===== src/rtl/clock_domain_gen.sv =====
// Clock/reset sequencer: registered divided core clocks, staged core reset release and halt handshake.
// Define CLKGEN_CYCLE_COUNT_EN to build the proc_cycles processor-cycle counter.
module clock_domain_gen #(
    parameter int DIV_PROC           = 4,
    parameter int RST_HOLD_CYCLES    = 4,
    parameter int WARMUP_PROC_CYCLES = 2
) (
    input  logic        clock,
    input  logic        reset,
    input  logic        halt,
    output logic        imem_clock,
    output logic        dmem_clock,
    output logic        regfile_clock,
    output logic        processor_clock,
    output logic        proc_reset,
    output logic        ready,
    output logic        halted,
    output logic [31:0] proc_cycles
);
    localparam int CNT_W  = (DIV_PROC > 2) ? $clog2(DIV_PROC) : 1;
    localparam int HOLD_W = $clog2(RST_HOLD_CYCLES + 1);
    localparam int WARM_W = $clog2(WARMUP_PROC_CYCLES + 1);

    localparam logic [CNT_W-1:0]  CNT_ONE   = CNT_W'(1);
    localparam logic [CNT_W-1:0]  CNT_MAX   = CNT_W'(DIV_PROC - 1);
    localparam logic [CNT_W-1:0]  CNT_HALF  = CNT_W'(DIV_PROC / 2);
    localparam logic [HOLD_W-1:0] HOLD_ONE  = HOLD_W'(1);
    localparam logic [HOLD_W-1:0] HOLD_LAST = HOLD_W'(RST_HOLD_CYCLES);
    localparam logic [WARM_W-1:0] WARM_ONE  = WARM_W'(1);
    localparam logic [WARM_W-1:0] WARM_DONE = WARM_W'(WARMUP_PROC_CYCLES);

    localparam logic [2:0] S_RESET = 3'd0;
    localparam logic [2:0] S_HOLD  = 3'd1;
    localparam logic [2:0] S_WARM  = 3'd2;
    localparam logic [2:0] S_RUN   = 3'd3;
    localparam logic [2:0] S_HALT  = 3'd4;

    logic [2:0]        r_state;
    logic [CNT_W-1:0]  r_cnt;
    logic [HOLD_W-1:0] r_holdCnt;
    logic [WARM_W-1:0] r_warmCnt;
    logic              r_procClock;
    logic              r_regfileClock;
    logic              r_imemClock;
    logic              r_dmemClock;
    logic              r_procReset;
    logic              r_ready;
    logic              r_halted;

    logic              w_wrap;
    logic [CNT_W-1:0]  w_cntNext;
    logic              w_procNext;

    assign w_wrap     = (r_cnt == CNT_MAX);
    assign w_cntNext  = w_wrap ? '0 : (r_cnt + CNT_ONE);
    assign w_procNext = (w_cntNext < CNT_HALF);

    // Free-running divider in WARM/RUN; state-specific branches below override it (last NBA wins).
    always_ff @(posedge clock or negedge reset) begin
        if (!reset) begin
            r_state        <= S_RESET;
            r_cnt          <= '0;
            r_holdCnt      <= '0;
            r_warmCnt      <= '0;
            r_procClock    <= 1'b0;
            r_regfileClock <= 1'b0;
            r_imemClock    <= 1'b0;
            r_dmemClock    <= 1'b0;
            r_procReset    <= 1'b1;
            r_ready        <= 1'b0;
            r_halted       <= 1'b0;
        end else begin
            if ((r_state == S_WARM) || (r_state == S_RUN)) begin
                r_cnt          <= w_cntNext;
                r_procClock    <= w_procNext;
                r_regfileClock <= ~w_procNext;
                r_imemClock    <= ~r_imemClock;
                r_dmemClock    <= r_imemClock;
            end
            case (r_state)
                S_RESET: begin
                    r_state   <= S_HOLD;
                    r_holdCnt <= HOLD_ONE;
                end
                S_HOLD: begin
                    if (r_holdCnt == HOLD_LAST) begin
                        r_state        <= S_WARM;
                        r_cnt          <= '0;
                        r_warmCnt      <= WARM_ONE;
                        r_procClock    <= 1'b1;
                        r_regfileClock <= 1'b0;
                        r_imemClock    <= 1'b1;
                        r_dmemClock    <= 1'b0;
                    end else begin
                        r_holdCnt <= r_holdCnt + HOLD_ONE;
                    end
                end
                // Release lands on a processor_clock falling edge once enough rises were seen.
                S_WARM: begin
                    if (w_wrap && (r_warmCnt != WARM_DONE)) begin
                        r_warmCnt <= r_warmCnt + WARM_ONE;
                    end
                    if ((w_cntNext == CNT_HALF) && (r_warmCnt == WARM_DONE)) begin
                        r_state     <= S_RUN;
                        r_procReset <= 1'b0;
                        r_ready     <= 1'b1;
                    end
                end
                S_RUN: begin
                    if (w_wrap && halt) begin
                        r_state        <= S_HALT;
                        r_cnt          <= '0;
                        r_procClock    <= 1'b0;
                        r_regfileClock <= 1'b0;
                        r_imemClock    <= 1'b0;
                        r_dmemClock    <= 1'b0;
                        r_halted       <= 1'b1;
                        r_ready        <= 1'b0;
                    end
                end
                S_HALT: begin
                    if (!halt) begin
                        r_state        <= S_RUN;
                        r_cnt          <= '0;
                        r_procClock    <= 1'b1;
                        r_regfileClock <= 1'b0;
                        r_imemClock    <= 1'b1;
                        r_dmemClock    <= 1'b0;
                        r_halted       <= 1'b0;
                        r_ready        <= 1'b1;
                    end
                end
                default: r_state <= S_RESET;
            endcase
        end
    end

    assign imem_clock      = r_imemClock;
    assign dmem_clock      = r_dmemClock;
    assign regfile_clock   = r_regfileClock;
    assign processor_clock = r_procClock;
    assign proc_reset      = r_procReset;
    assign ready           = r_ready;
    assign halted          = r_halted;

`ifdef CLKGEN_CYCLE_COUNT_EN
    logic [31:0] r_procCycles;
    logic        w_cycleInc;

    // Counts processor_clock rises in RUN, including the resume edge out of HALT.
    assign w_cycleInc = ((r_state == S_RUN) && w_wrap && !halt) ||
                        ((r_state == S_HALT) && !halt);

    always_ff @(posedge clock or negedge reset) begin
        if (!reset) begin
            r_procCycles <= '0;
        end else if (w_cycleInc) begin
            r_procCycles <= r_procCycles + 32'd1;
        end
    end

    assign proc_cycles = r_procCycles;
`else
    assign proc_cycles = 32'd0;
`endif

endmodule


===== config.mk =====
export PLATFORM = sky130hd
export DESIGN_NAME = clock_domain_gen
export DESIGN_NICKNAME = d
export VERILOG_FILES = /design/src/rtl/clock_domain_gen.sv
export SDC_FILE = /design/constraint.sdc
export NUM_CORES = 1
export LEC_CHECK = 0
export ABC_CLOCK_PERIOD_IN_PS = 4850
export CAP_MARGIN = 20
export CORE_ASPECT_RATIO = 0.6
export CORE_MARGIN = 8
export CORE_UTILIZATION = 48
export DETAILED_ROUTE_END_ITERATION = 16
export PLACE_DENSITY = 0.85
export SYNTH_ARGS = -nofsm -noshare
export SYNTH_HDL_FRONTEND = slang
export SYNTH_SLANG_ARGS = --single-unit

===== constraint.sdc =====
create_clock -name clock -period 4.85 [get_ports clock]
set_input_delay 0.485 -clock clock [delete_from_list [all_inputs] [get_ports clock]]
set_output_delay 0.485 -clock clock [all_outputs]
set_load 0.02 [all_outputs]

==> impl_metrics.tcl, run 1 <==
set metrics [dict create \
    p_leak_nw 0.594 \
    holdWs_ns 0.468 \
    vias 780 \
    synthXorXnorAreaFrac 0 \
    path_buf_inv 1 \
    synthSimpleGateAreaFrac 0.153 \
    min_period_ns 1.89 \
    required_ns 4.97 \
    multi_input_area_um2 559 \
    start_util 0.491 \
    cp-start-kind "primary input" \
    routed_wirelength_um 2180 \
    ant_nets 0 \
    clock_power_share 0.157 \
    place_inst 166 \
    status "complete, no violations" \
    dp_hpwl_um 1710 \
    diodes 0 \
    synthCells 130 \
    num_rows 14 \
    hold_path.class "reg -> reg" \
    cts_root_buffer "clkbuf_8" \
    synth_seq_area_share 0.360 \
    netlist.area_leader.share 0.338 \
    placed_area_um2 1140 \
    syn-cell-area_um2 1190 \
    cp.arrival_ns 2.01 \
    cp_top_family "compound AO/OA/AOI/OAI gates" \
    power_frac_seq 0.381 \
    grt_use_total 0.102 \
    grt_antenna_before_repair 0 \
    critPathMaxStageDelay_ns 0.47 \
    place_congestion 0.923 \
    p_sw_uw 292 \
    ir_drop_mv 0.315 \
    grt_start_max_net_pins 18 \
    cts.sinks 17 \
    crit_type "in -> reg" \
    final_cell_area_um2 1190 \
    drt_iter0_markers 63 \
    synthAdderAreaFrac 0.0633 \
    crit_path_end_kind "flip-flop" \
    p_total_uw 670 \
    crit_chain "clkdlybuf4s50_1, or3b_4, o21a_1, a311oi_2, nor2_1" \
    tns_ns 0 \
    ys_types 31 \
    synth_area_leaders "dfrtp_1, buf_4, ha_1, nor2_1, nand2_1" \
    hold_viol 0 \
    grt_first_pass_wirelength_um 3440 \
    h-tree-depth 1 \
    synth_seq_cells 17 \
    avgSynthCellArea_um2 9.12 \
    rsz0062_at_grt "false" \
    numPortBuffers 9 \
    synthFlopType "dfrtp_1" \
    die_w_um 80.2 \
    clkLatencyLatePin_ns 0.25 \
    critPathMaxFanout 5 \
    power_density_nw_per_um2 564 \
    wl_per_cell_um 12.8 \
    slew_violations 0 \
    post_cts_buffers 0 \
    synth_top_family_by_area "buffers and inverters" \
    worst_slew_margin_rel 0.501 \
    ios 42 \
    setup_violations 0 \
    synthArstFlopShare 1.00 \
    synthMuxAreaShare 0.0253 \
    stdcell_count 170 \
    nets 148 \
    skew_ns 0.00369 \
    die_h_um 54.5 \
    synth_edf_count 0 \
    synth_compound_area_frac 0.129 \
    swShare 0.436 \
    fmax_mhz 529 \
    area_growth_pct 0.106 \
    cts-resized-gates 0 \
    fill_cells 246 \
    worst_pin_slew_ns 0.746 \
    fp.coreArea_um2 2420 \
    internal_power_uw 378 \
    cts_tree "yes" \
    slowest_stage "clkdlybuf4s50_1" \
    yosysWarnings 0 \
    avgViaCountPerCell 4.59 \
    dr.pass1.iters 4 \
    fin_crit_sh 0.389 \
    synth.largest_area_cell "dfrtp_1" \
    holdBufCountCts 0 \
    cts_inserted_buffers 3 \
    clk_pin_slew_ns 0.07 \
    area.sequential_um2 427 \
    grt_pass1_vias 755 \
    globalRouteOverflowTotal 0 \
    drive_above_1_share 0.0580 \
    drc 0 \
    die_area_um2 4370 \
    power_frac_comb 0.462 \
    maxCapViolCount 0 \
    clockBufferDepth 2 \
]
state kept, by name, summed over array words and instances (netlist names):
register,cells
halted,1
regfile_clock,1
proc_reset,1
r_holdCnt,3
r_cnt,2
imem_clock,1
ready,1
dmem_clock,1
r_warmCnt,2
r_state,3
processor_clock,1
final timing paths:
check                            from          to  slack [ns]  cells after the start
min                        proc_reset  proc_reset        0.47                      1
min reg2reg                proc_reset  proc_reset        0.47                      1
max in group asynchronous       reset    r_cnt[0]        3.71                      1
max reg2reg                r_state[2]    r_cnt[0]        3.09                      4
min in group asynchronous       reset  r_state[2]        0.68                      1
max                              halt    r_cnt[0]        2.96                      5
cell usage after synthesis (3+ instances only):
library cell and instances:
a21oi_1 8, a31oi_1 3, buf_4 32, dfrtp_1 16
ha_1 6, inv_1 7, mux2i_1 3, nand2_1 11
nand2b_1 4, nor2_1 12, o21ai_0 3
power groups by stage:
stage | clock, mW | combinational (mW) | sequential [mW]
after floorplan | 0 | 0.265 | 0.252
after global placement | 0 | 0.294 | 0.252
after detailed placement | 0 | 0.309 | 0.256
after CTS | 0.107 | 0.311 | 0.254
after global routing | 0.113 | 0.352 | 0.265
final | 0.105 | 0.310 | 0.255
metal layers:
layer / global-route usage / vias to the layer above / wire length, um
met3: 0.0393 / 4 / 165
met1: 0.127 / 358 / 1000
li1: - / 384 / -
met5: 0 / - / 0
met4: 0.0449 / 0 / 47
met2: 0.156 / 34 / 965
worst reg2reg max path, stage by stage (launching register included):
cell and delay (ns):
dfrtp_1 0.55, or3b_4 0.45, o21a_1 0.19, a311oi_2 0.35, nor2_1 0.09
per-stage QoR:
| stage | util | setup slack [ns] |
|---|---|---|
| 2_1_floorplan | - | 3.28 |
| 3_3_place_gp | 0.473 | 2.75 |
| 3_5_place_dp | 0.473 | 2.71 |
| 4_1_cts | 0.491 | 2.97 |
| 5_1_grt | 0.491 | 2.91 |
| 6_report | 0.491 | 2.96 |
layout make-up:
cell class,count,area share
Sequential cell,17,0.359
Multi-Input combinational cell,101,0.471
Clock buffer,4,0.0379
Timing Repair Buffer,9,0.0759
Inverter,7,0.0221
Tap cell,32,0.0337
cells by family after synthesis:
kind of cell,count (synthesis)
buf+inv,43
other cells,1
fa+ha+maj,6
compound gates,23
simple gates,37
mux,3
flops,17
cells in the final DEF (no fill, tap or decap), types with 4 or more instances in the layout:
cell type / instances
nor2_1: 12
inv_1: 7
clkdlybuf4s50_1: 9
nand2_1: 11
ha_1: 6
dfrtp_1: 16
a21oi_1: 8
conb_1: 32
nand2b_1: 4
Note: power is estimated with default switching activity, not from simulation.
==> run 2: changes to the inputs <==
==> config.mk (replaced) <==
export PLATFORM = sky130hd
export DESIGN_NAME = clock_domain_gen
export DESIGN_NICKNAME = d
export VERILOG_FILES = /design/src/rtl/clock_domain_gen.sv
export SDC_FILE = /design/constraint.sdc
export NUM_CORES = 1
export LEC_CHECK = 0
export ABC_CLOCK_PERIOD_IN_PS = 1910
export CAP_MARGIN = 20
export CORE_ASPECT_RATIO = 0.6
export CORE_MARGIN = 8
export CORE_UTILIZATION = 44
export DETAILED_ROUTE_END_ITERATION = 16
export PLACE_DENSITY = 0.79
export SYNTH_ARGS = -nofsm -noshare
export SYNTH_HDL_FRONTEND = slang
export SYNTH_SLANG_ARGS = --single-unit
==> constraint.sdc (replaced) <==
create_clock -name clock -period 1.91 [get_ports clock]
set_input_delay 0.191 -clock clock [delete_from_list [all_inputs] [get_ports clock]]
set_output_delay 0.191 -clock clock [all_outputs]
set_load 0.02 [all_outputs]
==> impl_metrics.tcl, run 2 (synthesized netlist as in run 1, its figures left out) <==
set metrics [dict create \
    slew_violations 0 \
    dr.pass1.iters 4 \
    die_area_um2 4670 \
    crit_type "reg -> reg" \
    cp-start-kind "flip-flop" \
    cp-startpoint "r_state[0]" \
    hold_path.class "in -> async" \
    area_growth_pct 3.27 \
    rr_startpoint "r_state[0]" \
    h-tree-depth 1 \
    worst_slew_margin_rel 0.645 \
    ios 42 \
    globalRouteOverflowTotal 0 \
    post_cts_buffers 0 \
    routed_wirelength_um 2450 \
    start_util 0.467 \
    min_period_ns 1.71 \
    power_density_nw_per_um2 1430 \
    die_h_um 56.2 \
    cts_inserted_buffers 3 \
    clockBufferDepth 2 \
    cts_root_buffer "clkbuf_8" \
    final_common_cell "conb_1" \
    required_ns 2.03 \
    maxCapViolCount 0 \
    stdcell_count 175 \
    fp.coreArea_um2 2540 \
    critPathMaxStageDelay_ns 0.47 \
    drc 0 \
    skew_ns 0.00229 \
    crit_chain "or3b_4, o21a_1, a311oi_2, nor2_1" \
    grt_use_total 0.103 \
    cts.sinks 17 \
    p_leak_nw 0.619 \
    critPathMaxFanout 9 \
    die_w_um 83.0 \
    cp.arrival_ns 1.84 \
    numPortBuffers 9 \
    cts_tree "yes" \
    fin_crit_sh 0.897 \
    ir_drop_mv 0.783 \
    rsz0062_at_grt "false" \
    drt_iter0_markers 63 \
    place_congestion 0.912 \
    setup_violations 0 \
    ant_nets 0 \
    avgViaCountPerCell 4.68 \
    clkLatencyLatePin_ns 0.25 \
    grt_start_max_net_pins 16 \
    grt_antenna_before_repair 0 \
    cts-resized-gates 0 \
    cp_top_family "simple AND/OR/NAND/NOR gates" \
    nets 153 \
    largestRegisters "r_holdCnt (3), r_state (3)" \
    diodes 0 \
    tns_ns 0 \
    slowest_stage "dfrtp_1" \
    worst_pin_slew_ns 0.527 \
    layout_setup_ws_ns 0.197 \
    drive_above_1_share 0.0909 \
    holdBufCountCts 0 \
    dp_hpwl_um 1940 \
    final_cell_mix "conb_1, dfrtp_1, nor2_1" \
    grt_pass1_vias 794 \
    place_ws_ns 0.0879 \
    fmax_mhz 584 \
    num_rows 14 \
    status "complete, no violations" \
    grt_first_pass_wirelength_um 3990 \
    crit_path_end_kind "flip-flop" \
    place_inst 171 \
    wl_per_cell_um 14.0 \
    hold_viol 0 \
    vias 819 \
    path_buf_inv 0 \
    clk_pin_slew_ns 0.06 \
]
==> run 2: path summary, 6_finish.rpt <==
check,endpoint,slack [ns],cells past startpoint
max in group asynchronous,proc_reset,1.10,2
min reg2reg,proc_reset,0.47,1
min,halted,0.25,1
max,dmem_clock,0.20,4
max reg2reg,dmem_clock,0.20,4
min in group clock,proc_reset,0.47,1
==> run 2: layer usage <==
metal | part of all wire | routed length (um) | global-route usage | up-vias
li1 | - | - | - | 394
met1 | 0.43 | 1060 | 0.124 | 383
met2 | 0.48 | 1160 | 0.161 | 40
met3 | 0.090 | 220 | 0.0570 | 2
met4 | 0.0016 | 4 | 0.0149 | 0
met5 | 0 | 0 | 0 | -
==> run 2: area by class of cell <==
type | instances | area [um2]
multi-input cells | 101 | 559
inverters | 7 | 26.3
repair buffers | 14 | 128
clock buffers | 4 | 45.0
well taps | 32 | 40.0
fillers | 250 | 1320
flip-flops and latches | 17 | 427
==> run 2: per-stage QoR <==
| step | instance area [um2] | util | power [mW] | hold slack [ns] |
|---|---|---|---|---|
| after global routing | 1220 | 0.482 | 1.90 | 0.277 |
| after global placement | 1180 | 0.465 | 1.43 | 0.469 |
| final | 1220 | 0.482 | 1.75 | 0.246 |
| after CTS | 1220 | 0.482 | 1.76 | 0.257 |
| after detailed placement | 1180 | 0.465 | 1.48 | 0.465 |
| after floorplan | 1300 | - | 1.31 | -0.105 |
==> run 2: power by group <==
group          internal (mW)  switching [mW]
sequential             0.494           0.157
clock                  0.148           0.116
combinational          0.352           0.486
==> run 2: worst register-to-register path: cells and delay by family, from the launching register on <==
kind             cells  cell delay [ns]
AO/OA/AOI/OAI        2             0.55
AND/OR/NAND/NOR      2             0.56
flip-flops           1             0.47
